`src/rtl/cluster_mem_responder.sv`:
```
// Memory-side responder for the hart cluster request port: fetch/load/store to a req/ack line backend.
// Optional one-entry line buffer shared by loads and fetches: define CLUSTER_RESP_LINEBUF_EN.
//
// state  | meaning
// IDLE   | waiting for a request level; accept cycle decodes and latches it
// REQ    | first backend request cycle, counter cleared
// WAIT   | backend request held, counter running until ack or timeout
// DONE   | one-cycle completion, busy low, error pulse if any
module cluster_mem_responder #(
  parameter int TIMEOUT = 1024,
  parameter int CNT_W   = 11
) (
  input  logic         CLK,
  input  logic         RST,
  input  logic [31:0]  w_cluster_iaddr,
  input  logic [31:0]  w_cluster_daddr,
  input  logic [31:0]  w_cluster_data_wdata,
  input  logic [2:0]   w_cluster_data_ctrl,
  input  logic         w_cluster_iscode,
  input  logic         w_cluster_isread,
  input  logic         w_cluster_iswrite,
  output logic         w_busy,
  output logic [127:0] w_insn_data,
  output logic [127:0] w_data_data,
  output logic         w_resp_err,
  output logic         w_mem_req,
  output logic         w_mem_we,
  output logic [31:0]  w_mem_addr,
  output logic [127:0] w_mem_wdata,
  output logic [15:0]  w_mem_wstrb,
  input  logic         w_mem_ack,
  input  logic [127:0] w_mem_rdata
);

  typedef enum logic [1:0] {S_IDLE, S_REQ, S_WAIT, S_DONE} state_t;

  localparam logic [CNT_W-1:0] CNT_LAST = CNT_W'(TIMEOUT - 1);

  state_t state, state_n;
  logic [CNT_W-1:0] cnt;
  logic         kind_rd, kind_code, we_q, err_q;
  logic [27:0]  line_q;
  logic [15:0]  wstrb_q;
  logic [127:0] wdata_q, data_q, insn_q;

  logic         req_any, sel_wr, sel_rd, sel_code, bad;
  logic [31:0]  sel_addr, wmask;
  logic [1:0]   size;
  logic [3:0]   off;
  logic [15:0]  strb_base, strb_n;
  logic [127:0] lane_n;
  logic         ack_take, tmo;
  logic         lb_hit;
  logic [127:0] lb_rdata;
  logic         unused_ctrl;

  assign unused_ctrl = w_cluster_data_ctrl[2];

  always_comb begin
    sel_wr    = w_cluster_iswrite;
    sel_rd    = !w_cluster_iswrite && w_cluster_isread;
    sel_code  = !w_cluster_iswrite && !w_cluster_isread && w_cluster_iscode;
    req_any   = w_cluster_iswrite || w_cluster_isread || w_cluster_iscode;
    sel_addr  = (w_cluster_iswrite || w_cluster_isread) ? w_cluster_daddr : w_cluster_iaddr;
    size      = w_cluster_data_ctrl[1:0];
    off       = sel_addr[3:0];
    bad       = 1'b0;
    strb_base = 16'h000f;
    wmask     = 32'hffff_ffff;
    if (sel_wr || sel_rd) begin
      case (size)
        2'd1:    bad = off[0];
        2'd2:    bad = |off[1:0];
        2'd3:    bad = 1'b1;
        default: bad = 1'b0;
      endcase
    end
    case (size)
      2'd0: begin strb_base = 16'h0001; wmask = 32'h0000_00ff; end
      2'd1: begin strb_base = 16'h0003; wmask = 32'h0000_ffff; end
      default: begin strb_base = 16'h000f; wmask = 32'hffff_ffff; end
    endcase
    strb_n = strb_base << off;
    lane_n = {96'b0, w_cluster_data_wdata & wmask} << {off, 3'b000};
  end

  assign ack_take = w_mem_ack && ((state == S_REQ) || (state == S_WAIT));
  assign tmo      = (state == S_WAIT) && !w_mem_ack && (cnt == CNT_LAST);

`ifdef CLUSTER_RESP_LINEBUF_EN
  logic         lb_valid;
  logic [27:0]  lb_tag;
  logic [127:0] lb_data;

  assign lb_hit   = lb_valid && (sel_rd || sel_code) && !bad && (lb_tag == sel_addr[31:4]);
  assign lb_rdata = lb_data;

  always_ff @(posedge CLK or posedge RST) begin
    if (RST) begin
      lb_valid <= 1'b0;
      lb_tag   <= '0;
      lb_data  <= '0;
    end else if (state == S_IDLE && req_any &&
                 (bad || (sel_wr && lb_tag == sel_addr[31:4]))) begin
      lb_valid <= 1'b0;
    end else if (ack_take && (kind_rd || kind_code)) begin
      lb_valid <= 1'b1;
      lb_tag   <= line_q;
      lb_data  <= w_mem_rdata;
    end else if (tmo) begin
      lb_valid <= 1'b0;
    end
  end
`else
  assign lb_hit   = 1'b0;
  assign lb_rdata = '0;
`endif

  always_comb begin
    state_n = state;
    case (state)
      S_IDLE: if (req_any) state_n = (bad || lb_hit) ? S_DONE : S_REQ;
      S_REQ:  state_n = w_mem_ack ? S_DONE : S_WAIT;
      S_WAIT: if (w_mem_ack || cnt == CNT_LAST) state_n = S_DONE;
      S_DONE: state_n = S_IDLE;
      default: state_n = S_IDLE;
    endcase
  end

  always_ff @(posedge CLK or posedge RST) begin
    if (RST) begin
      state     <= S_IDLE;
      cnt       <= '0;
      kind_rd   <= 1'b0;
      kind_code <= 1'b0;
      we_q      <= 1'b0;
      err_q     <= 1'b0;
      line_q    <= '0;
      wstrb_q   <= '0;
      wdata_q   <= '0;
      data_q    <= '0;
      insn_q    <= '0;
    end else begin
      state <= state_n;
      if (state == S_IDLE && req_any) begin
        kind_rd   <= sel_rd;
        kind_code <= sel_code;
        we_q      <= sel_wr && !bad;
        line_q    <= sel_addr[31:4];
        wstrb_q   <= (sel_wr && !bad) ? strb_n : '0;
        wdata_q   <= (sel_wr && !bad) ? lane_n : '0;
        err_q     <= bad;
        if (bad) begin
          if (sel_rd) data_q <= '0;
        end else if (lb_hit) begin
          if (sel_rd)   data_q <= lb_rdata;
          if (sel_code) insn_q <= lb_rdata;
        end
      end
      if (state == S_REQ) cnt <= '0;
      else if (state == S_WAIT) cnt <= cnt + 1'b1;
      // ack wins over a timeout landing in the same cycle
      if (ack_take) begin
        err_q <= 1'b0;
        if (kind_rd)   data_q <= w_mem_rdata;
        if (kind_code) insn_q <= w_mem_rdata;
      end else if (tmo) begin
        err_q <= 1'b1;
        if (kind_rd)   data_q <= '0;
        if (kind_code) insn_q <= '0;
      end
    end
  end

  assign w_busy      = (state == S_REQ) || (state == S_WAIT) || (state == S_IDLE && req_any);
  assign w_mem_req   = (state == S_REQ) || (state == S_WAIT);
  assign w_mem_we    = we_q;
  assign w_mem_addr  = {line_q, 4'b0000};
  assign w_mem_wdata = wdata_q;
  assign w_mem_wstrb = wstrb_q;
  assign w_resp_err  = (state == S_DONE) && err_q;
  assign w_data_data = data_q;
  assign w_insn_data = insn_q;

endmodule

```
`config.mk`:
```
export PLATFORM = sky130hd
export DESIGN_NAME = cluster_mem_responder
export DESIGN_NICKNAME = d
export VERILOG_FILES = /design/src/rtl/cluster_mem_responder.sv
export SDC_FILE = /design/constraint.sdc
export NUM_CORES = 1
export LEC_CHECK = 0
export CAP_MARGIN = 20
export CORE_AREA = 10 10 250 252
export CTS_CLUSTER_SIZE = 10
export DETAILED_ROUTE_END_ITERATION = 12
export DIE_AREA = 0 0 260 262
export PLACE_DENSITY = 0.6
export SYNTH_ARGS = -nofsm -noshare
export SYNTH_HDL_FRONTEND = slang
export SYNTH_SLANG_ARGS = --single-unit
```
`constraint.sdc`:
```
create_clock -name CLK -period 15.7 [get_ports CLK]
set_input_delay 1.57 -clock CLK [delete_from_list [all_inputs] [get_ports CLK]]
set_output_delay 1.57 -clock CLK [all_outputs]
set_load 0.01 [all_outputs]
```
==> out/results.ini <==
[global_routing]
grt_pass1_wl_um=105800
grt_pass1_vias=15500
grt_use_total_pct=20.48
overflow=0
antenna_found_initial=14
grt_max_degree=164

[sta]
fin_skew_ns=0.01288
drv_slew=0
fin_tns_setup_ns=0
period_share_pct=38.32
maxSlewHeadroom_pct=22.21
finalSetupViolations=0
finalHoldViolCount=0
fmaxAchievable_mhz=166.2
worst_slew_pin_slew_ns=1.167
fin_ws_ns=9.684
rsz0062_at_grt=false
holdWs_ns=0.4768
fin_crit_ns=6.016

[routing]
drt-total-wl_um=73920
via_count=14990
vias_per_cell=5.257
post_drt_wl_per_cell_um=25.92
drtIter0Drc=1422
ant_nets=0
drcViolationCount=0
firstDrtPassIters=6

[synthesis]
yosysTopAreaCell=dfrtp_1
synth_common_cells=445 x dfrtp_1, 326 x a22o_1, 157 x nand2_1
syn_avg_cell_area_um2=12.41
yosys.area.top_type_share_pct=62.28
ys_async_sr_fraction_pct=100.0
yosys_warnings=0
yosys-top-cells-area=dfrtp_1 62%, a22o_1 16%, mux2i_1 3.8%, nand2_1 3.3%, o21ai_0 3.0%
ys_seq_area_share_pct=62.28
ys.flop_type=dfrtp_1
netlist_area_um2=17880
syn_inst=1441
synth_edf_count=0
synth_most_common_cell=dfrtp_1
synth-seq-cells=445
synth_cell_types=64

[floorplan]
fp.dieW_um=260
start_util_pct=31.17
placementRows=88
die_y_um=262
coreArea_um2=57370
dieArea_um2=68120
boundaryPins=669

[clock_tree]
cts_sinks=445
cts_root_buf=clkbuf_16
hold_buffers=0
numCtsBuffers=52
cts.repair.resized=0
cts_setup_buffers=0
clock_latency_ns=0.59
cts.path.max_buffers=3
clkTransAtPathRegs_ns=0.05
tritoncts=done
h-tree-depth=2

[pwr]
power_density_nw_per_um2=182.8
ir_worst_vdd_mv=0.09869
leakage_uw=0.01180

[outcome]
outcome=finished clean

[run]
drv_cap=0

[critical_path]
startpoint=w_cluster_iswrite
crit_arrival_ns=4.45
cp.required_ns=14.13
rr_startpoint=state[0]$_DFFE_PP0P_
crit_path_max_fanout=39
cp-end-kind=primary output
reg2reg_depth=7
critPathKind=in2out
crit_path_start_kind=input pin

[hold_path]
worstHoldStart=line_q[24]$_DFFE_PP0P_
worstHoldPathCells=2
min-delay-path-class=reg2reg

[layout]
post-route-util_pct=46.57
syn_to_final_growth_pct=49.40
finalNetCount=2298
drive_gt1_share_pct=5.826

[placement]
dp_hpwl_um=53630
io_buffers=663
pre_cts_slack_ns=9.609
gp_congestion=0.8550

## state kept, by name, indices dropped and copies added, names as in the netlist
name and flops:
cnt 11, err_q 1, kind_code 1, kind_rd 1, line_q 28, state 2, w_data_data 128, w_insn_data 128
w_mem_wdata 128, w_mem_we 1, w_mem_wstrb 16
## stage by stage
step	area, um^2	cells	power (uW)
floorplan	17890	1444	2644
global placement	25190	2769	3800
detailed placement	25190	2769	3826
CTS	26640	2840	4942
global route	26700	2848	5131
finish	26710	2852	4882
## layer usage
| layer | GRT usage (%) | vias up | part of all wire, % |
|---|---|---|---|
| li1 | - | 6594 | - |
| met1 | 23.32 | 7638 | 37 |
| met2 | 34.73 | 625 | 50 |
| met3 | 7.223 | 125 | 9.2 |
| met4 | 8.186 | 10 | 3.4 |
| met5 | 0 | - | 0.093 |
## area by class of cell
type,instances,area (um^2)
clock inverter,4,27.53
fill,5201,30650
multi-input combinational,860,6237
inverter,19,78.83
antenna,10,25.02
timing repair buffer,682,6824
clock buffer,67,1429
sequential,445,11140
tap,765,957.2
## worst max-delay path: stages
cell and delay [ns]:
clkdlybuf4s50_1 0.86, or2_1 0.62, o21ai_4 0.75, nand2b_1 0.10, clkdlybuf4s50_1 0.53
## report_power, final
part           internal, uW  switching (uW)  leakage, uW
clock                   626             457     0.000717
combinational          1050             998      0.00529
sequential             1540             219      0.00579
## kinds of logic (layout without fill, tap and decap cells)
| kind of cell | after synthesis | after routing | share of synthesized area, % |
|---|---|---|---|
| compound gates | 535 | 535 | 23.34 |
| flops | 445 | 445 | 62.28 |
| simple gates | 231 | 231 | 5.892 |
| buf+inv | 139 | 772 | 3.289 |
| mux | 81 | 81 | 4.639 |
| fa+ha+maj | 5 | 5 | 0.3499 |
| other cells | 1 | 14 | 0.02097 |
| xor+xnor | 4 | 4 | 0.1960 |
## path summary, 6_finish.rpt
kind / end / slack, ns
min in group asynchronous: w_data_data[45]$_DFF_PP0_ / 1.58
max in group asynchronous: line_q[17]$_DFFE_PP0P_ / 11.97
min: line_q[24]$_DFFE_PP0P_ / 0.48
max reg2reg: w_data_data[37]$_DFF_PP0_ / 11.70
min reg2reg: line_q[24]$_DFFE_PP0P_ / 0.48
max: w_busy / 9.68
## placed cells by master (no fill, tap or decap), drive strengths merged, types with 10 or more instances in the layout
cell type,netlist,routed
dfrtp,445,445
o21ai,122,122
nand2,157,157
clkdlybuf4s50,0,663
a21oi,22,22
nor2,13,13
buf,39,19
a22o,326,326
mux2,12,12
inv,19,21
clkbuf,81,67
mux2i,69,69
diode,0,10
nand3,12,12
Note: power is estimated with default switching activity, not from simulation.
==> patch 1: new RTL, same settings <==
Register the output `w_resp_err`; this adds one clock of latency there. The other outputs are not delayed to match.
--- a/src/rtl/cluster_mem_responder.sv
+++ b/src/rtl/cluster_mem_responder.sv
@@ -178,7 +178,9 @@
   assign w_mem_addr  = {line_q, 4'b0000};
   assign w_mem_wdata = wdata_q;
   assign w_mem_wstrb = wstrb_q;
-  assign w_resp_err  = (state == S_DONE) && err_q;
+  always_ff @(posedge CLK) begin
+    w_resp_err <= (state == S_DONE) && err_q;
+  end
   assign w_data_data = data_q;
   assign w_insn_data = insn_q;
 
Formal check against the unedited RTL: not equivalent (Yosys sat finds a counterexample within 4 cycles, from zero or initial values and one cycle with RST high).
==> patch 1 against the original RTL <==
Worst hold slack worse by 0.0038 ns; worst setup slack worse by 0.065 ns; synthesized cell count about the same; final area up 0.22%; total power up 0.46%; critical path type unchanged; register-to-register slack better by 0.12 ns; sequential cell count up 1; area after synthesis up 0.11%; first-iteration DRC count up 4.8%; routed wire length up 0.67%.
==> patch 1: results (changes against the original RTL) <==
{| class="wikitable"
! Metric !! Value
|-
| Resized Gates After CTS || 0 (unchanged)
|-
| DRC violation total after the first TritonRoute iteration || 1490 (was 1422)
|-
| Share of layout cells above drive strength 1 || 5.92% (was 5.83%)
|-
| Standby leakage power || 11.8 nW (about the same)
|-
| Data arrival at the endpoint of the critical path || 4.51 ns (was 4.45 ns)
|-
| Measured slew at the worst slew-check pin || 1.07 ns (was 1.17 ns)
|-
| Number of iterations in the first detailed-routing pass || 5 (was 6)
|-
| Min-Delay Startpoint || w_mem_we (was line_q[24])
|-
| Most used flip-flop cell after synthesis || sky130_fd_sc_hd__dfrtp_1 (unchanged)
|-
| Half-perimeter wire length after placement || 54400 µm (was 53600 µm)
|-
| Initial antenna violation count || 13 (was 14)
|-
| Ys Warns || 0 (unchanged)
|-
| Clock skew || 0.0144 ns (was 0.0129 ns)
|-
| Clock root buffer master || sky130_fd_sc_hd__clkbuf_16 (unchanged)
|-
| Outcome || finished clean (unchanged)
|-
| Largest net degree at the start of global routing || 204 (was 164)
|-
| Cell family with the largest share of critical-path delay || buffers and inverters (unchanged)
|-
| Min-delay worst type || reg -> reg (unchanged)
|-
| Final Wtd Congestion || 0.839 (was 0.855)
|-
| Global-route wire length before repair || 106000 µm (about the same)
|-
| CTS H-tree depth || 2 (unchanged)
|-
| Final nets || 2301 (was 2298)
|-
| WL/cell || 26.1 µm (was 25.9 µm)
|-
| Count of vias placed by the detailed router || 15000 (about the same)
|-
| Placed cell areas || 25200 µm² (about the same)
|-
| Final setup fails || 0 (unchanged)
|-
| Fraction of the yosys area taken by sequential cells || 62.3% (about the same)
|-
| Cell with the biggest individual delay on the critical path || sky130_fd_sc_hd__clkdlybuf4s50_1 (unchanged)
|-
| Via count of the first global-routing pass || 15200 (was 15500)
|-
| Beginning of the worst register-to-register path || state[0] (unchanged)
|-
| Fillers || 5124 (was 5201)
|-
| DRC Markers || 0 (unchanged)
|-
| Number of library cell types mapped by synthesis || 65 (was 64)
|-
| Maximum ir drop on the vdd rail || 0.115 mV (was 0.0987 mV)
|-
| Synth top area cells || sky130_fd_sc_hd__dfrtp_1 (62%), sky130_fd_sc_hd__a22o_1 (16%), sky130_fd_sc_hd__mux2i_1 (3.8%) (unchanged)
|-
| Max incr delay on CP || 0.82 ns (was 0.86 ns)
|-
| Maximum fanout count along the critical path || 203 (was 39)
|-
| Total routing usage reported by global routing || 20.7% (was 20.5%)
|-
| Post-CTS setup repair buffer count || 0 (unchanged)
|-
| Async set or reset register ratio after synthesis || 99.8% (was 100%)
|-
| Clock Pin Slew Worst Setup and Hold Paths || 0.06 ns
|-
| Clock latency of the later-clocked register in the worst-skew pair || 0.59 ns (about the same)
|-
| Launch point of the critical path || w_cluster_iswrite (unchanged)
|-
| Most used standard cells in the synthesized netlist || sky130_fd_sc_hd__dfrtp_1 (445), sky130_fd_sc_hd__a22o_1 (326), sky130_fd_sc_hd__nand2_1 (157), sky130_fd_sc_hd__o21ai_0 (108), sky130_fd_sc_hd__clkbuf_1 (81) (unchanged)
|-
| Largest buffer count on any clock path || 3 (unchanged)
|}
patch 1: cell type report:
class	count	share of cell area, %
sequential	446	41.7
antenna	10	0.0935
multi-input combinational	860	23.3
timing repair buffer	684	25.5
tap	765	3.58
clock inverter	4	0.280
clock buffer	66	5.28
inverter	19	0.294
patch 1: through the flow:
stage / worst slack, ns / power (mW) / util [%] / instances
6_report: 9.62 / 4.90 / 46.7 / 2854
3_3_place_gp: 9.68 / 3.81 / 44.0 / 2772
5_1_grt: 9.41 / 5.16 / 46.7 / 2850
4_1_cts: 9.60 / 4.97 / 46.6 / 2842
3_5_place_dp: 9.62 / 3.83 / 44.0 / 2772
2_1_floorplan: 1.73 / 2.65 / - / 1445
patch 1: power breakdown:
part	switching, mW	internal (mW)
clock network	0.464	0.639
logic	1.00	1.05
registers	0.215	1.54
total	1.68	3.23
patch 1: tightest hold or removal path, stage by stage (launching register included):
cell and delay [ns]:
sky130_fd_sc_hd__dfrtp_1 0.34, sky130_fd_sc_hd__nand2_1 0.05, sky130_fd_sc_hd__nand2_1 0.05
patch 1: path summary, 6_finish.rpt:
kind                       slack [ns]  cells past startpoint         endpoint
max                              9.62                      6           w_busy
min                              0.47                      2         w_mem_we
max reg2reg                     11.82                      8  w_data_data[53]
min reg2reg                      0.47                      2         w_mem_we
max in group asynchronous       12.01                      4  w_mem_wdata[84]
min in group asynchronous        1.53                      2  w_data_data[26]
patch 1: kinds of logic (layout without fill, tap and decap cells):
logic type,Yosys count,after routing,synth area share (%)
muxes,81,81,4.63
buffers and inverters,139,773,3.29
adders and majority gates,5,5,0.349
DFF,446,446,62.3
other,1,14,0.0209
AOI/OAI and AO/OA,535,535,23.3
and+or+nand+nor,231,231,5.89
xor gates and xnor gates,4,4,0.196
patch 1: metal layers:
layer	routed length [µm]	global-route usage [%]	share of wire [%]	vias up
li1	-	-	-	6617
met1	28000	24.1	38	7673
met2	37700	35.3	51	624
met3	7010	7.29	9.4	111
met4	1780	6.27	2.4	4
met5	30	0	0.040	-
==> patch 2: new RTL, same settings <==
Without the edit above. `CNT_W`: 11 -> 15.
--- a/src/rtl/cluster_mem_responder.sv
+++ b/src/rtl/cluster_mem_responder.sv
@@ -8,7 +8,7 @@
 // DONE   | one-cycle completion, busy low, error pulse if any
 module cluster_mem_responder #(
   parameter int TIMEOUT = 1024,
-  parameter int CNT_W   = 11
+  parameter int CNT_W   = 15
 ) (
   input  logic         CLK,
   input  logic         RST,
Function: not settled (the Yosys comparison gave no result); the edit may change what the design does.
==> patch 2 against the original RTL <==
Core utilization grew 1.6 points; clock skew is 0.0045 ns higher; area after synthesis is 5.8% higher; final area grew 3.4%; worst setup slack improved by 0.75 ns; total power increased by 0.21%; highest routed layer unchanged; routed wire length is 8.8% higher; sequential cell count is 4 higher; count of clock-buffer cells in the layout decreased by 3.
==> patch 2: results (changes against the original RTL) <==
{| class="wikitable"
! Metric !! Value
|-
| Outcome || finished clean (unchanged)
|-
| Placed cell areas || 26100 µm² (was 25200 µm²)
|-
| Maximum ir drop on the vdd rail || 0.114 mV (was 0.0987 mV)
|-
| Final nets || 2597 (was 2298)
|-
| Most used standard cells in the synthesized netlist || sky130_fd_sc_hd__dfrtp_1 (449), sky130_fd_sc_hd__nand2_1 (288), sky130_fd_sc_hd__o21ai_0 (253), sky130_fd_sc_hd__a22o_1 (165), sky130_fd_sc_hd__nand3_1 (143) (was sky130_fd_sc_hd__dfrtp_1 (445), sky130_fd_sc_hd__a22o_1 (326), sky130_fd_sc_hd__nand2_1 (157), sky130_fd_sc_hd__o21ai_0 (108), sky130_fd_sc_hd__clkbuf_1 (81))
|-
| Portion of netlist area occupied by mux cells || 3.80% (was 4.64%)
|-
| Setup slack at placement || 10.24 ns (was 9.61 ns)
|-
| Final Routed Wirelength || 80400 µm (was 73900 µm)
|-
| Fraction of the yosys area taken by sequential cells || 59.4% (was 62.3%)
|-
| Adder and majority cell fraction of the synthesized area || 0.331% (was 0.350%)
|-
| Half-perimeter wire length after placement || 58300 µm (was 53600 µm)
|-
| Reg2reg path depth || 6 (was 7)
|-
| Synth top area cells || sky130_fd_sc_hd__dfrtp_1 (59%), sky130_fd_sc_hd__a22o_1 (7.6%), sky130_fd_sc_hd__o21ai_0 (6.7%) (was sky130_fd_sc_hd__dfrtp_1 (62%), sky130_fd_sc_hd__a22o_1 (16%), sky130_fd_sc_hd__mux2i_1 (3.8%))
|-
| Share of layout cells above drive strength 1 || 5.18% (was 5.83%)
|-
| Worst reg-to-reg setup slack || 11.94 ns (was 11.70 ns)
|-
| Largest net degree at the start of global routing || 158 (was 164)
|-
| Maximum fanout count along the critical path || 18 (was 39)
|-
| Max transition margin || 28.6% (was 22.2%)
|-
| Worst R2R End || w_data_data[6] (was w_data_data[37])
|-
| Final Wtd Congestion || 1.00 (was 0.855)
|-
| WL/cell || 25.6 µm (was 25.9 µm)
|-
| Beginning of the worst register-to-register path || state[1] (was state[0])
|-
| Number of vias per cell after detailed routing || 5.36 (was 5.26)
|-
| Initial antenna violation count || 22 (was 14)
|-
| Clock skew || 0.0174 ns (was 0.0129 ns)
|-
| Number of iterations in the first detailed-routing pass || 5 (was 6)
|-
| Mapped Avg Cell Area || 10.7 µm² (was 12.4 µm²)
|-
| Shortest period the worst path allows || 5.27 ns (was 6.02 ns)
|-
| XOR/XNOR Fraction of Synth Area || 0.370% (was 0.196%)
|-
| Max incr delay on CP || 0.79 ns (was 0.86 ns)
|-
| Total routing usage reported by global routing || 22.5% (was 20.5%)
|-
| Post-Place Cells || 3068 (was 2769)
|-
| Standby leakage power || 11.7 nW (was 11.8 nW)
|}
==> patch 2: changes by cell type after synthesis, moves of 17 or more <==
cell,change
sky130_fd_sc_hd__nor3_1,+18
sky130_fd_sc_hd__clkbuf_1,+17
sky130_fd_sc_hd__a22o_1,-161
sky130_fd_sc_hd__nand2_1,+131
sky130_fd_sc_hd__o21ai_0,+145
sky130_fd_sc_hd__a32o_1,+21
sky130_fd_sc_hd__nand3_1,+131
==> patch 2: report_power, final <==
part | internal [mW] | switching [mW] | total [mW]
Sequential | 1.55 | 0.216 | 1.76
Combinational | 0.997 | 1.02 | 2.02
Clock | 0.633 | 0.478 | 1.11
==> patch 2: area by class of cell <==
class	count	area [µm²]
Fill cell	5176	29800
Sequential cell	449	11200
Multi-Input combinational cell	1154	7000
Timing Repair Buffer	686	6860
Clock buffer	64	1400
Tap cell	765	957
Clock inverter	4	75.1
Inverter	16	67.6
Antenna cell	6	15.0
==> patch 2: how the worst min path moves through the flow <==
stage,slack [ns],end,start
after floorplan,0.50,cnt[14],cnt[14]
after global placement,0.46,w_mem_wdata[51],w_mem_wdata[51]
after detailed placement,0.47,w_mem_wstrb[8],w_mem_wstrb[8]
after CTS,0.48,line_q[9],line_q[9]
after global routing,0.50,w_mem_wdata[31],w_mem_wdata[31]
final,0.48,w_mem_wdata[47],w_mem_wdata[47]
==> patch 2: worst max-delay path, delay by kind of cell <==
family                 cells  cell delay (ns)
AO/OA/AOI/OAI              1             0.14
buffers and inverters      2             1.34
AND/OR/NAND/NOR            2             0.64
==> patch 2: layer usage <==
layer | up-vias | track usage (%) | part of all wire [%]
met3 | 154 | 7.70 | 9.2
met4 | 26 | 7.96 | 3.1
met1 | 8455 | 26.3 | 39
met2 | 690 | 37.9 | 49
met5 | - | 0 | 0.25
li1 | 7542 | - | -
